### src/rtl/sparc_pkg.sv
// Shared SPARC datapath constants and the operand-fetch state encoding.
package sparc_pkg;

    localparam int DATA_W = 32;
    localparam int ADDR_W = 5;

    localparam logic [ADDR_W-1:0] ZERO_REG_ADDR = '0;

    typedef enum logic [2:0] {
        IDLE,
        RD1,
        RD2,
        CAP,
        OUT
    } of_state_t;

endpackage

### src/rtl/operand_fetch.sv
// Operand-fetch stage: sequences rs1/rs2 reads through the single-port register
// file and owns its write port, granting writebacks only when no read is in flight.
module operand_fetch
    import sparc_pkg::*;
#(
    parameter int DATA_W   = sparc_pkg::DATA_W,
    parameter int ADDR_W   = sparc_pkg::ADDR_W,
    parameter bit ZERO_REG = 1'b1
) (
    input  logic              clk,
    input  logic              rst_n,
    input  logic              req_valid,
    output logic              req_ready,
    input  logic [ADDR_W-1:0] rs1,
    input  logic [ADDR_W-1:0] rs2,
    input  logic              wb_valid,
    output logic              wb_ready,
    input  logic [ADDR_W-1:0] wb_addr,
    input  logic [DATA_W-1:0] wb_data,
    output logic              rf_write,
    output logic [ADDR_W-1:0] rf_addr,
    output logic [DATA_W-1:0] rf_wdata,
    input  logic [DATA_W-1:0] rf_rdata,
    output logic              op_valid,
    input  logic              op_ready,
    output logic [DATA_W-1:0] op_a,
    output logic [DATA_W-1:0] op_b
);

    localparam logic [ADDR_W-1:0] R0 = ADDR_W'(ZERO_REG_ADDR);

    of_state_t         state_q, state_d;
    logic [ADDR_W-1:0] rs1_q, rs2_q;
    logic              wb_write;

    // Writes to r0 are acknowledged but never reach the register file.
    assign wb_write = wb_valid && ((wb_addr != R0) || !ZERO_REG);

    // NOTE: every sequential target uses <= so all registers update from
    // pre-edge values; a blocking = here would create order-dependent logic.
    always_ff @(posedge clk) begin
        if (!rst_n) begin
            state_q  <= IDLE;
            rs1_q    <= '0;
            rs2_q    <= '0;
            op_a     <= '0;
            op_b     <= '0;
            op_valid <= 1'b0;
        end else begin
            state_q <= state_d;
            if (state_q == IDLE && req_valid) begin
                rs1_q <= rs1;
                rs2_q <= rs2;
            end
            // rf_rdata lags the address by one cycle: RD2 sees rs1's data, CAP sees rs2's.
            if (state_q == RD2)
                op_a <= (ZERO_REG && rs1_q == R0) ? '0 : rf_rdata;
            if (state_q == CAP) begin
                op_b     <= (ZERO_REG && rs2_q == R0) ? '0 : rf_rdata;
                op_valid <= 1'b1;
            end
            if (state_q == OUT && op_ready)
                op_valid <= 1'b0;
        end
    end

    // NOTE: every output and next-state is given a default first, so no path
    // through the case can leave one unassigned and infer a latch.
    always_comb begin
        state_d   = state_q;
        req_ready = 1'b0;
        wb_ready  = 1'b0;
        rf_write  = 1'b0;
        rf_addr   = '0;
        rf_wdata  = '0;

        unique case (state_q)
            IDLE: begin
                req_ready = 1'b1;
                wb_ready  = 1'b1;
                rf_write  = wb_write;
                rf_addr   = wb_write ? wb_addr : '0;
                rf_wdata  = wb_data;
                if (req_valid)
                    state_d = RD1;
            end
            RD1: begin
                rf_addr = rs1_q;
                state_d = RD2;
            end
            RD2: begin
                rf_addr = rs2_q;
                state_d = CAP;
            end
            CAP: state_d = OUT;
            OUT: begin
                wb_ready = 1'b1;
                rf_write = wb_write;
                rf_addr  = wb_write ? wb_addr : '0;
                rf_wdata = wb_data;
                if (op_ready)
                    state_d = IDLE;
            end
            default: state_d = IDLE;
        endcase

        // Reset is synchronous, so outputs must be gated explicitly while it is held.
        if (!rst_n) begin
            req_ready = 1'b0;
            wb_ready  = 1'b0;
            rf_write  = 1'b0;
            rf_addr   = '0;
            rf_wdata  = '0;
        end
    end

endmodule
### config.mk
export PLATFORM = sky130hd
export DESIGN_NAME = operand_fetch
export DESIGN_NICKNAME = d
export VERILOG_FILES = /design/src/rtl/sparc_pkg.sv /design/src/rtl/operand_fetch.sv
export SDC_FILE = /design/constraint.sdc
export NUM_CORES = 1
export LEC_CHECK = 0
export CORE_MARGIN = 8
export CORE_UTILIZATION = 30
export CTS_CLUSTER_DIAMETER = 40
export DETAILED_ROUTE_END_ITERATION = 10
export GPL_TIMING_DRIVEN = 0
export HOLD_SLACK_MARGIN = 0.06
export PLACE_DENSITY_LB_ADDON = 0.12
export SLEW_MARGIN = 20
export SYNTH_ARGS = -nofsm -noshare
export SYNTH_HDL_FRONTEND = slang
export SYNTH_SLANG_ARGS = --single-unit
export TNS_END_PERCENT = 30
### constraint.sdc
create_clock -name clk -period 1.3 [get_ports clk]
set_clock_uncertainty 0.1 [all_clocks]
set_input_delay 0.13 -clock clk [delete_from_list [all_inputs] [get_ports clk]]
set_output_delay 0.13 -clock clk [all_outputs]
set_load 0.005 [all_outputs]
== Word level (Yosys, flattened, before mapping) ==
Cells that the tools add are included.
Storage, ports and cells
  word-level logic and storage cells: 39
  register bits after elaboration: 78
  input port bits: 84
  output and inout port bits: 105
Operators by class
  bitwise gates (word level): 1
  mux-type cells: 16
  reduce and logical (&&, ||, !) cells: 10
  equal/unequal tests: 6
Operator list (number)
  32-bit 2-to-1 mux: 4
  3-bit case mux with 5 select lines: 1
  5-bit case mux with 3 select lines: 1
  5-bit logical NOT: 2
  5-bit 2-to-1 mux: 2
  3-bit by 2-bit == test with 1-bit output, second input constant: 2
  1-bit 2-to-1 mux: 6
  3-bit 2-to-1 mux: 2
  5-bit nonzero test: 1
  2-bit inequality test, second input constant: 2
  2-bit OR reduction: 2
  3-bit by 1-bit == test with 1-bit output, second input constant: 1
  3-bit == test, second input constant: 1
  1-bit logical AND: 3
  3-bit logical NOT: 1
  2-bit AND reduction: 1
  1-bit inverter: 1

== Longest topological paths before layout ==
  word-level depth: 5
  mapped depth: 5
  gate-level depth less buffers: 3

== Least setup slack after synthesis ==
No wires, ideal clock.
  path type: flip-flop to flip-flop
  start: register rs2_q[0]
  end: register op_b[12]
  buffers on the path: 1
  arrival: 1195 ps
  cell stages (with the launch flop): 5
  data required time: 1068 ps
  path slack: -127 ps
  clock period less this slack: 1427 ps
  setup time: 132 ps
  cells stage by stage: dfxtp_1 > or4_4 > nor2_4 > buf_6 > o31ai_1
Between the ends
  word-level cells in the longest chain between the ends: 2
RTL lines
  start: declaration: RTL line operand_fetch.sv:33  | logic [ADDR_W-1:0] rs1_q, rs2_q;
  start signal: assignment: RTL line operand_fetch.sv:53  | rs2_q <= rs2;
  5-bit logical NOT: RTL line operand_fetch.sv:59  | op_b <= (ZERO_REG && rs2_q == R0) ? '0 : rf_rdata;
  32-bit 2-to-1 mux: RTL line operand_fetch.sv:59
  end signal: assignment: RTL line operand_fetch.sv:59
  end: declaration: RTL line operand_fetch.sv:27  | output logic [DATA_W-1:0] op_b
No other way between the ends.
A chain may end at the register's enable or synchronous reset.

== Final worst setup path ==
  start: register state_q[2]
  end: output port rf_addr[0]
Between the ends
  word-level cells in the longest chain between the ends: 4
  elaborated cells on any way between the ends: 7
  those cells by class: eq/ne: 3; mux: 2; reduce/logical: 2
RTL lines
  start: declaration: RTL line operand_fetch.sv:32  | of_state_t state_q, state_d;
  start signal: assignment: RTL line operand_fetch.sv:50  | state_q <= state_d;
  3-bit == test / 3-bit logical NOT (equally long branches): RTL line operand_fetch.sv:77  | unique case (state_q)
  2-bit OR reduction (no line)
  5-bit case mux with 3 select lines *: RTL line operand_fetch.sv:77
  5-bit 2-to-1 mux *: RTL line operand_fetch.sv:108  | if (!rst_n) begin
  end: declaration: RTL line operand_fetch.sv:21  | output logic [ADDR_W-1:0] rf_addr,
Mark *: on every way between the ends. The rest lies on a longest branch, timed or not.

==> metrics.cfg <==
[global_route]
grt_pass1_vias=4383
antenna_found_initial=0
grt_overflow=0
grt_max_degree=14
track_usage_pct=18.2
grt_pass1_wl_mm=23.3

[floorplan]
die_x_um=124
ios=189
rows=39
die_area_um2=15400
die_h_um=124
initial_core_util_pct=30.8
fp.coreArea_um2=11400

[status]
outcome=finished, violations left
failed_checks=negative setup slack

[worst_setup_path]
cp_top_family=buffers and inverters
criticalPathCategory=flip-flop to primary output
critical_path_buf_inv_count=3
cp_slowest_cell=dfxtp_1
worst_setup_path_end_kind=primary output
path_max_fanout=10
cp.arrival_ns=1.60
cp-start-kind=flip-flop
path_cells=buf_6 > nor3b_4 > buf_4 > a32oi_1 > a21oi_1 > buf_2
cpPeakStageDelay_ns=0.34
critPathRequiredTime_ns=1.07

[synth]
syn_nets=508
yosysTopAreaCellShare_pct=44.4
syn_area_per_cell_um2=8.30
synthCells=424
ys_seq_area_share_pct=44.4
synth-warning-count=0
yosysTopAreaCell=dfxtp_1
synth.distinct_cells=34
syn_area_um2=3520
ys_ff_latch=78
synth_area_leaders=dfxtp_1 (44%), nand2_1 (9.5%), nand3_1 (9.2%), o31ai_1 (6.4%), and3_1 (5.7%)

[clock_network]
clockBufferDepth=2
htreeDepth=3
cts_tree=built
numCtsBuffers=9
cts_root_buf=clkbuf_16
clock_latency_ns=0.33
clk_pin_slew_ns=0.06
cts_sinks=78

[pwr]
swShare_pct=27.5
p_per_area_nw_per_um2=1160
switchingPower_w=0.00203
power_leakage_nw=2.80
seqPwrFrac_pct=34.7
clockPowerShare_pct=36.5
p_int_w=0.00534
peakVddDrop_uv=542
power_w=0.00737
combPwrFrac_pct=28.7

[finish]
nNetsFinal=741
n_fill_cell=1085
design_area_um2=6360
drive_gt1_share_pct=26.3
regArea_um2=1580
antenna_cells=0
syn_to_final_growth_pct=80.9
multi_input_area_um2=1920

[hold_path]
hp-class=input port to flip-flop

[sta]
rsz0062_at_grt=true
setup_viol=114
hold_violations=0
fmax_ghz=0.546
fin_crit_sh_pct=141
slew_headroom_pct=64.6
worstMarginPinSlew_ns=0.528
slew_violations=0
setup_ws_ns=-0.532
period_needed_ns=1.83

[detailed_routing]
viasPerCell=5.07
drc_errors=0
firstDrtPassIters=4
wl_per_cell_um=18.2
ant_nets=0
totalWireLength_mm=14.6
initialDrtViolationCount=277
vias=4078

[place]
dpl_cell_area_um2=5570
hpwl_mm=10.8
portBuffers=187
place_congestion=0.782

[flow_run]
maxCapViolCount=0

## placed cells by master (no fill, tap or decap), types with 5 or more instances in the layout
cell and count:
o31ai_1 26, dfxtp_1 68, clkbuf_1 20, buf_4 21, clkdlybuf4s50_1 82, buf_8 5, o22ai_2 13, dlygate4sd2_1 65
buf_2 31, a21oi_1 6, o31ai_2 6, dfxtp_2 8, and3_1 17, nand3_1 64, nand2_1 89, a21boi_1 11
buf_6 39, and3_4 15, clkbuf_16 9, o22ai_1 19
## timing repair
| action | 4_1_cts | 5_1_grt |
|---|---|---|
| buffers inserted | 25 | 4 |
| hold buffers | 1 | 0 |
| cloned | 7 | 0 |
| hold endpoints to repair | 1 | 0 |
| pin swaps | 41 | 10 |
| resized for setup | 326 | 26 |
| endpoints found under the setup margin | 181 | 116 |
## per-stage QoR
step           std cells  util [%]  hold slack, ns  setup slack [ns]  setup TNS (ns)
2_1_floorplan        424         -           0.165            -0.127           -7.71
3_3_place_gp         754      48.8           0.354            -0.962          -49.38
3_5_place_dp         754      48.8           0.357             -1.04          -53.16
4_1_cts              802      54.7          0.0633            -0.515          -34.46
5_1_grt              805      55.7          0.0910            -0.589          -42.13
6_report             805      55.7          0.0567            -0.532          -34.97
## sequential cells by signal, summed over array words and instances (netlist names)
name      flops
op_a         32
rs2_q         5
rs1_q         5
op_valid      1
state_q       3
op_b         32
## cells in the mapped netlist
library cell  count
nand2_1          89
dfxtp_1          78
nand3_1          65
and3_1           32
o31ai_1          30
o22ai_1          28
clkbuf_1         24
buf_2            11
a21boi_1         10
a21oi_1           7
buf_6             6
a32oi_1           4
buf_1             4
nand3b_1          4
nor3b_1           4
o22ai_2           4
a21o_1            2
nor2_1            2
nor2_4            2
nor2b_1           2
o31ai_2           2
or4_4             2
a21bo_2           1
a21boi_0          1
and2_1            1
buf_4             1
inv_1             1
nor4b_1           1
nor4b_4           1
o21ai_0           1
o311a_1           1
or3_1             1
or4b_1            1
xnor2_1           1
## final cells by class
| type | count | share of cell area (%) |
|---|---|---|
| Timing Repair Buffer | 223 | 32.2 |
| Multi-Input combinational cell | 299 | 30.2 |
| Sequential cell | 78 | 24.8 |
| Buffer | 45 | 4.92 |
| Clock buffer | 11 | 3.66 |
| Tap cell | 143 | 2.81 |
| Clock inverter | 5 | 1.32 |
| Inverter | 1 | 0.0590 |
## power by group through the flow
| stage | sequential, W | combinational (W) | clock (W) |
|---|---|---|---|
| after CTS | 0.00256 | 0.00205 | 0.00271 |
| after floorplan | 0.00260 | 0.000763 | 0 |
| after global routing | 0.00257 | 0.00227 | 0.00281 |
| after global placement | 0.00260 | 0.00159 | 0 |
| final | 0.00256 | 0.00212 | 0.00269 |
| after detailed placement | 0.00261 | 0.00160 | 0 |
## worst paths after layout
kind | slack (ns) | depth (start not counted) | startpoint | endpoint
max | -0.53 | 6 | state_q[2]$_SDFFE_PN0P_ | rf_addr[0]
min | 0.06 | 3 | rst_n | op_b[29]$_SDFFE_PN0P_
min reg2reg | 0.36 | 2 | op_a[14]$_SDFFE_PN0N_ | op_a[14]$_SDFFE_PN0N_
max reg2reg | -0.28 | 4 | rs2_q[3]$_SDFFE_PN0P_ | op_b[8]$_SDFFE_PN0P_
## cells by family (layout without fill, tap and decap cells)
kind of cell | after synthesis | in the layout | synth area share (%)
buf+inv | 47 | 285 | 6.79
flops | 78 | 78 | 44.4
compound gates | 91 | 91 | 19.0
simple gates | 207 | 207 | 29.6
xor+xnor | 1 | 1 | 0.249
## layer usage
layer / GRT usage [%] / wire length, µm / vias up
met4: 5.10 / 220 / 0
met1: 20.3 / 6120 / 1897
li1: - / - / 1991
met3: 8.13 / 1470 / 20
met5: 0 / 0 / -
met2: 30.5 / 6820 / 170
## worst reg2reg max path, delay by kind of cell (launching register included)
family	cells	cell delay, ns
AO/OA/AOI/OAI	1	0.09
buffers and inverters	1	0.19
flip-flops	1	0.32
AND/OR/NAND/NOR	2	0.75
No activity file was read; power rests on OpenSTA's default activity.
